`src/rtl/mac_rx_fcs_check.sv`:
```
// Ethernet RX FCS checker: runs CRC-32 over each frame, strips the 4 FCS bytes,
// and closes every frame with a single status/length pulse.
module mac_rx_fcs_check #(
    parameter int MIN_LEN = 64,
    parameter int MAX_LEN = 1518,
    parameter int LEN_W   = 14
) (
    input  logic             rx_clk,
    input  logic             rst_n,
    input  logic             in_vld,
    input  logic [7:0]       in_data,
    input  logic             in_sof,
    input  logic             in_eof,
    output logic             out_vld,
    output logic [7:0]       out_data,
    output logic             out_sof,
    output logic             out_eof,
    output logic [3:0]       out_status,
    output logic [LEN_W-1:0] out_len
);

    localparam logic [31:0]      CRC_INIT = 32'hFFFF_FFFF;
    localparam logic [31:0]      RESIDUE  = 32'hDEBB_20E3;
    localparam logic [LEN_W-1:0] MIN_L    = LEN_W'(MIN_LEN);
    localparam logic [LEN_W-1:0] MAX_L    = LEN_W'(MAX_LEN);
    localparam logic [LEN_W-1:0] LEN_SAT  = {LEN_W{1'b1}};

    typedef enum logic {IDLE, FRAME} state_t;

    state_t           state;
    logic [31:0]      crc;
    logic [LEN_W-1:0] count;
    logic [2:0]       fill;
    logic             first;
    logic [7:0]       dly [4];
    logic             take_byte;

    // Reflected CRC-32, LSB of the byte first; no final inversion so a good
    // frame (data + FCS) leaves the fixed residue.
    function automatic logic [31:0] crc_byte(input logic [31:0] c, input logic [7:0] d);
        logic [31:0] r;
        r = c;
        for (int i = 0; i < 8; i++) begin
            r = (r[0] ^ d[i]) ? ((r >> 1) ^ 32'hEDB8_8320) : (r >> 1);
        end
        return r;
    endfunction

    function automatic logic [3:0] frame_status(input logic abort,
                                                input logic [31:0] c,
                                                input logic [LEN_W-1:0] n);
        return {abort, (n > MAX_L), (n < MIN_L), (c != RESIDUE)};
    endfunction

    assign take_byte = (state == FRAME) && in_vld && !in_eof && !in_sof;

    always_ff @(posedge rx_clk or negedge rst_n) begin
        if (!rst_n) begin
            state      <= IDLE;
            crc        <= CRC_INIT;
            count      <= '0;
            fill       <= '0;
            first      <= 1'b0;
            out_vld    <= 1'b0;
            out_data   <= '0;
            out_sof    <= 1'b0;
            out_eof    <= 1'b0;
            out_status <= '0;
            out_len    <= '0;
        end else begin
            out_vld    <= 1'b0;
            out_sof    <= 1'b0;
            out_eof    <= 1'b0;
            out_status <= '0;
            out_len    <= '0;
            case (state)
                IDLE: begin
                    if (in_sof) begin
                        state <= FRAME;
                        crc   <= CRC_INIT;
                        count <= '0;
                        fill  <= '0;
                        first <= 1'b1;
                    end
                end
                FRAME: begin
                    // A sof without eof aborts the old frame; the new one starts at once.
                    if (in_eof || in_sof) begin
                        out_eof    <= 1'b1;
                        out_status <= frame_status(in_sof && !in_eof, crc, count);
                        out_len    <= count;
                        state      <= in_sof ? FRAME : IDLE;
                        crc        <= CRC_INIT;
                        count      <= '0;
                        fill       <= '0;
                        first      <= 1'b1;
                    end else if (in_vld) begin
                        crc   <= crc_byte(crc, in_data);
                        count <= (count == LEN_SAT) ? count : count + 1'b1;
                        if (fill == 3'd4) begin
                            out_vld  <= 1'b1;
                            out_data <= dly[3];
                            out_sof  <= first;
                            first    <= 1'b0;
                        end else begin
                            fill <= fill + 3'd1;
                        end
                    end
                end
            endcase
        end
    end

    // Delay line holding the last four bytes; they become the FCS at frame end.
    always_ff @(posedge rx_clk) begin
        if (take_byte) begin
            dly[0] <= in_data;
            for (int i = 1; i < 4; i++) begin
                dly[i] <= dly[i-1];
            end
        end
    end

endmodule
```
`config.mk`:
```
export PLATFORM = sky130hd
export DESIGN_NAME = mac_rx_fcs_check
export DESIGN_NICKNAME = d
export VERILOG_FILES = /design/src/rtl/mac_rx_fcs_check.sv
export SDC_FILE = /design/constraint.sdc
export NUM_CORES = 1
export LEC_CHECK = 0
export ABC_AREA = 1
export CORE_UTILIZATION = 40
export DETAILED_ROUTE_END_ITERATION = 6
export PLACE_DENSITY = 0.67
export SETUP_SLACK_MARGIN = 0.5
export SLEW_MARGIN = 5
export SYNTH_ARGS = -nofsm -noshare
export SYNTH_HDL_FRONTEND = slang
export SYNTH_SLANG_ARGS = --single-unit
```
`constraint.sdc`:
```
create_clock -name rx_clk -period 2.6 [get_ports rx_clk]
set_clock_uncertainty 0.05 [all_clocks]
set_input_delay 0.26 -clock rx_clk [delete_from_list [all_inputs] [get_ports rx_clk]]
set_output_delay 0.26 -clock rx_clk [all_outputs]
set_load 0.01 [all_outputs]
```
==> reports/results.txt <==
status: finished clean
vias after detailed routing: 3956
routed len/inst: 14.5 microns
antenna diode count: 0
worst min path class: input port to async pin
core area: 13200 sq um
Place WS: 284 ps
dpl hpwl: 8370 microns
DRT antenna net count: 0
clk sink count: 112
GPL Wtd Cong: 0.874
CTS tree: done
Critical Path End Type: register
Placed Cells: 791
Die ar.: 14100 sq um
Num CTS Buffers: 9
share of layout cells above drive strength 1: 14.9%
die height: 119 microns
Non-Filler Instances: 807
minimum clock period: 1920 ps
Leakage: 2.75 nW
RSZ-0062 raised after global routing: no
xor-xnor portion of the synthesized cell area: 7.27%
delay of the slowest critical-path stage: 550 ps
Worst VDD drop: 0.000441 V
Die W: 119 microns
Slowest-stage cell, CP: dfstp_2
post-synthesis mux area share: 1.66%
PortBufs: 41
DRC viols: 0
Post-Synthesis Net Count: 596
Post-CTS Setup Inserts: 0
initial antenna violation count: 0
Post-Syn Area: 5440 sq um
vias in the first global route: 3792
worst flop-to-flop path startpoint: crc[4]
sequential fraction of the synthesis area: 55.2%
number of distinct library cells after synthesis: 40
Worst-path clk slew: 80 ps
largest net degree at the start of global routing: 81
CTS max path bufs: 2
Post-Synth Simple-Gate Area: 21.0%
Worst Setup SP: crc[4]
critical path class: register to register
most common cell after layout, fill and taps aside: nand2_1
YS warnings: 0
largest family of logic cells by synthesized area: simple AND/OR/NAND/NOR gates
IO Pins: 42
worst path bufs/invs: 1
Area Growth Syn to Fin: 16.5%
CP Max Fanout: 6
first-pass GRT wire length: 19500 microns
fin. max-slew vios: 0
Setup Viol. Count Final: 0
utilization after layout: 47.8%
Worst Path Required: 2820 ps
Initial Util: 41.0%
final setup margin: 685 ps
Synth Area in Compound Gates: 6.72%
GR Overflow Total: 0
Synth Area in Adders: 0.921%
Final Hold Vio Count: 0
Mapped Cells: 579
htree depth: 3
Cell Rows: 42
final net count: 643
Worst Tran Pin Value: 983 ps
fmax: 522 MHz
flop2flop setup slack: 680 ps
max_slew headroom: 34.4%
Max Cap Violations: 0
most frequent cells in the layout: nand2_1, inv_1, nor2_1
synthesis-stage register bit count: 112
Clk Tree Root Cell: clkbuf_16
CP top delay family: flip-flops
setup total negative slack: 0 ps
crit path cell chain: inv_2 > nand2_1 > nand2_1 > nand2_1 > nand2_1 > xor2_1 > o21ai_0 > o21ai_0
Skew-Pair Late Insertion Delay: 370 ps
Via density: 4.90
pwr dens: 617 nW/um^2
Initial DRC Count: 378
drt pass-1 iters: 5
Total GRT Usage: 18.2%
period utilization: 73.7%
critical path arrival: 2140 ps
routed wire length: 11700 microns
syn avg cell area: 9.39 sq um
cell mode on critical path: nand2_1
crit path launch type: register
==> worst reg2reg max path, stage by stage (launching register included) <==
cell and delay, ps:
dfstp_2 550, inv_2 60, nand2_1 50, nand2_1 190, nand2_1 130, nand2_1 170, xor2_1 210, o21ai_0 270
o21ai_0 140
==> Yosys cell counts (all sizes together) <==
cell type,n,share of area (%)
nand2,145,11
inv,87,6.1
nor2,54,4.4
dfrtp,48,22
dfstp,32,15
edfxtp,32,18
xor2,32,5.5
nand3,29,2.8
o21ai,26,2.4
a21oi,19,1.8
o22ai,11,1.3
xnor2,11,1.8
nand4,9,1.0
mux2,8,1.7
buf,6,0.87
nor3,5,0.46
nor4,5,0.58
ha,4,0.92
or2,4,0.46
a22oi,3,0.41
a31oi,2,0.23
clkbuf,2,0.14
o211ai,2,0.28
a41oi,1,0.16
clkinv,1,0.069
o2111ai,1,0.16
==> area by class of cell <==
| class | instances | area [sq um] |
|---|---|---|
| multi-input combinational | 371 | 2050 |
| clock inverter | 6 | 51.3 |
| fill | 1251 | 6910 |
| clock buffer | 10 | 229 |
| sequential | 112 | 3000 |
| inverter | 88 | 334 |
| tap | 176 | 220 |
| timing repair buffer | 44 | 443 |
==> power breakdown <==
group	internal [W]	switching (W)
sequential	0.00190	0.0000494
clock	0.000666	0.000668
combinational	0.000210	0.000413
total	0.00278	0.00113
==> logic make-up after synthesis <==
family,after synthesis
AOI/OAI and AO/OA,65
and+or+nand+nor,251
xor gates and xnor gates,43
DFF,112
adders and majority gates,4
muxes,8
buffers and inverters,96
==> worst paths after layout <==
kind                            depth (start not counted)       endpoint
worst max-delay path                                    8        crc[27]
worst min-delay path                                    1  out_status[1]
worst max register to register                          8        crc[27]
worst min register to register                          0      dly[3][0]
max in group asynchronous                               1       count[1]
min in group rx_clk                                     0      dly[3][0]
==> timing repair <==
item                                    4_1_cts  5_1_grt
endpoints found under the setup margin        0        4
hold buffers                                  0        0
resized for setup                             0        2
==> layer usage <==
metal,global-route usage [%],up-vias,share of wire (%)
li1,-,1947,-
met1,24.5,1901,47
met3,4.92,14,5.0
met5,0,-,0
met4,5.46,0,1.5
met2,28.5,94,47
==> stage by stage <==
stage / total power [W] / area, sq um / hold WS, ps
after floorplan: 0.00241 / 5440 / -85.6
after global placement: 0.00259 / 6040 / 351
after global routing: 0.00409 / 6330 / 95.1
after CTS: 0.00394 / 6320 / 52.5
after detailed placement: 0.00260 / 6040 / 355
final: 0.00391 / 6330 / 14.5
==> registers in the layout (all words and copies together), names as in the netlist, 3 cells and up <==
signal and count:
count 14, fill 3, out_data 8, out_status 4, dly 32, out_len 14, crc 32
(Power assumes the default switching activity.)
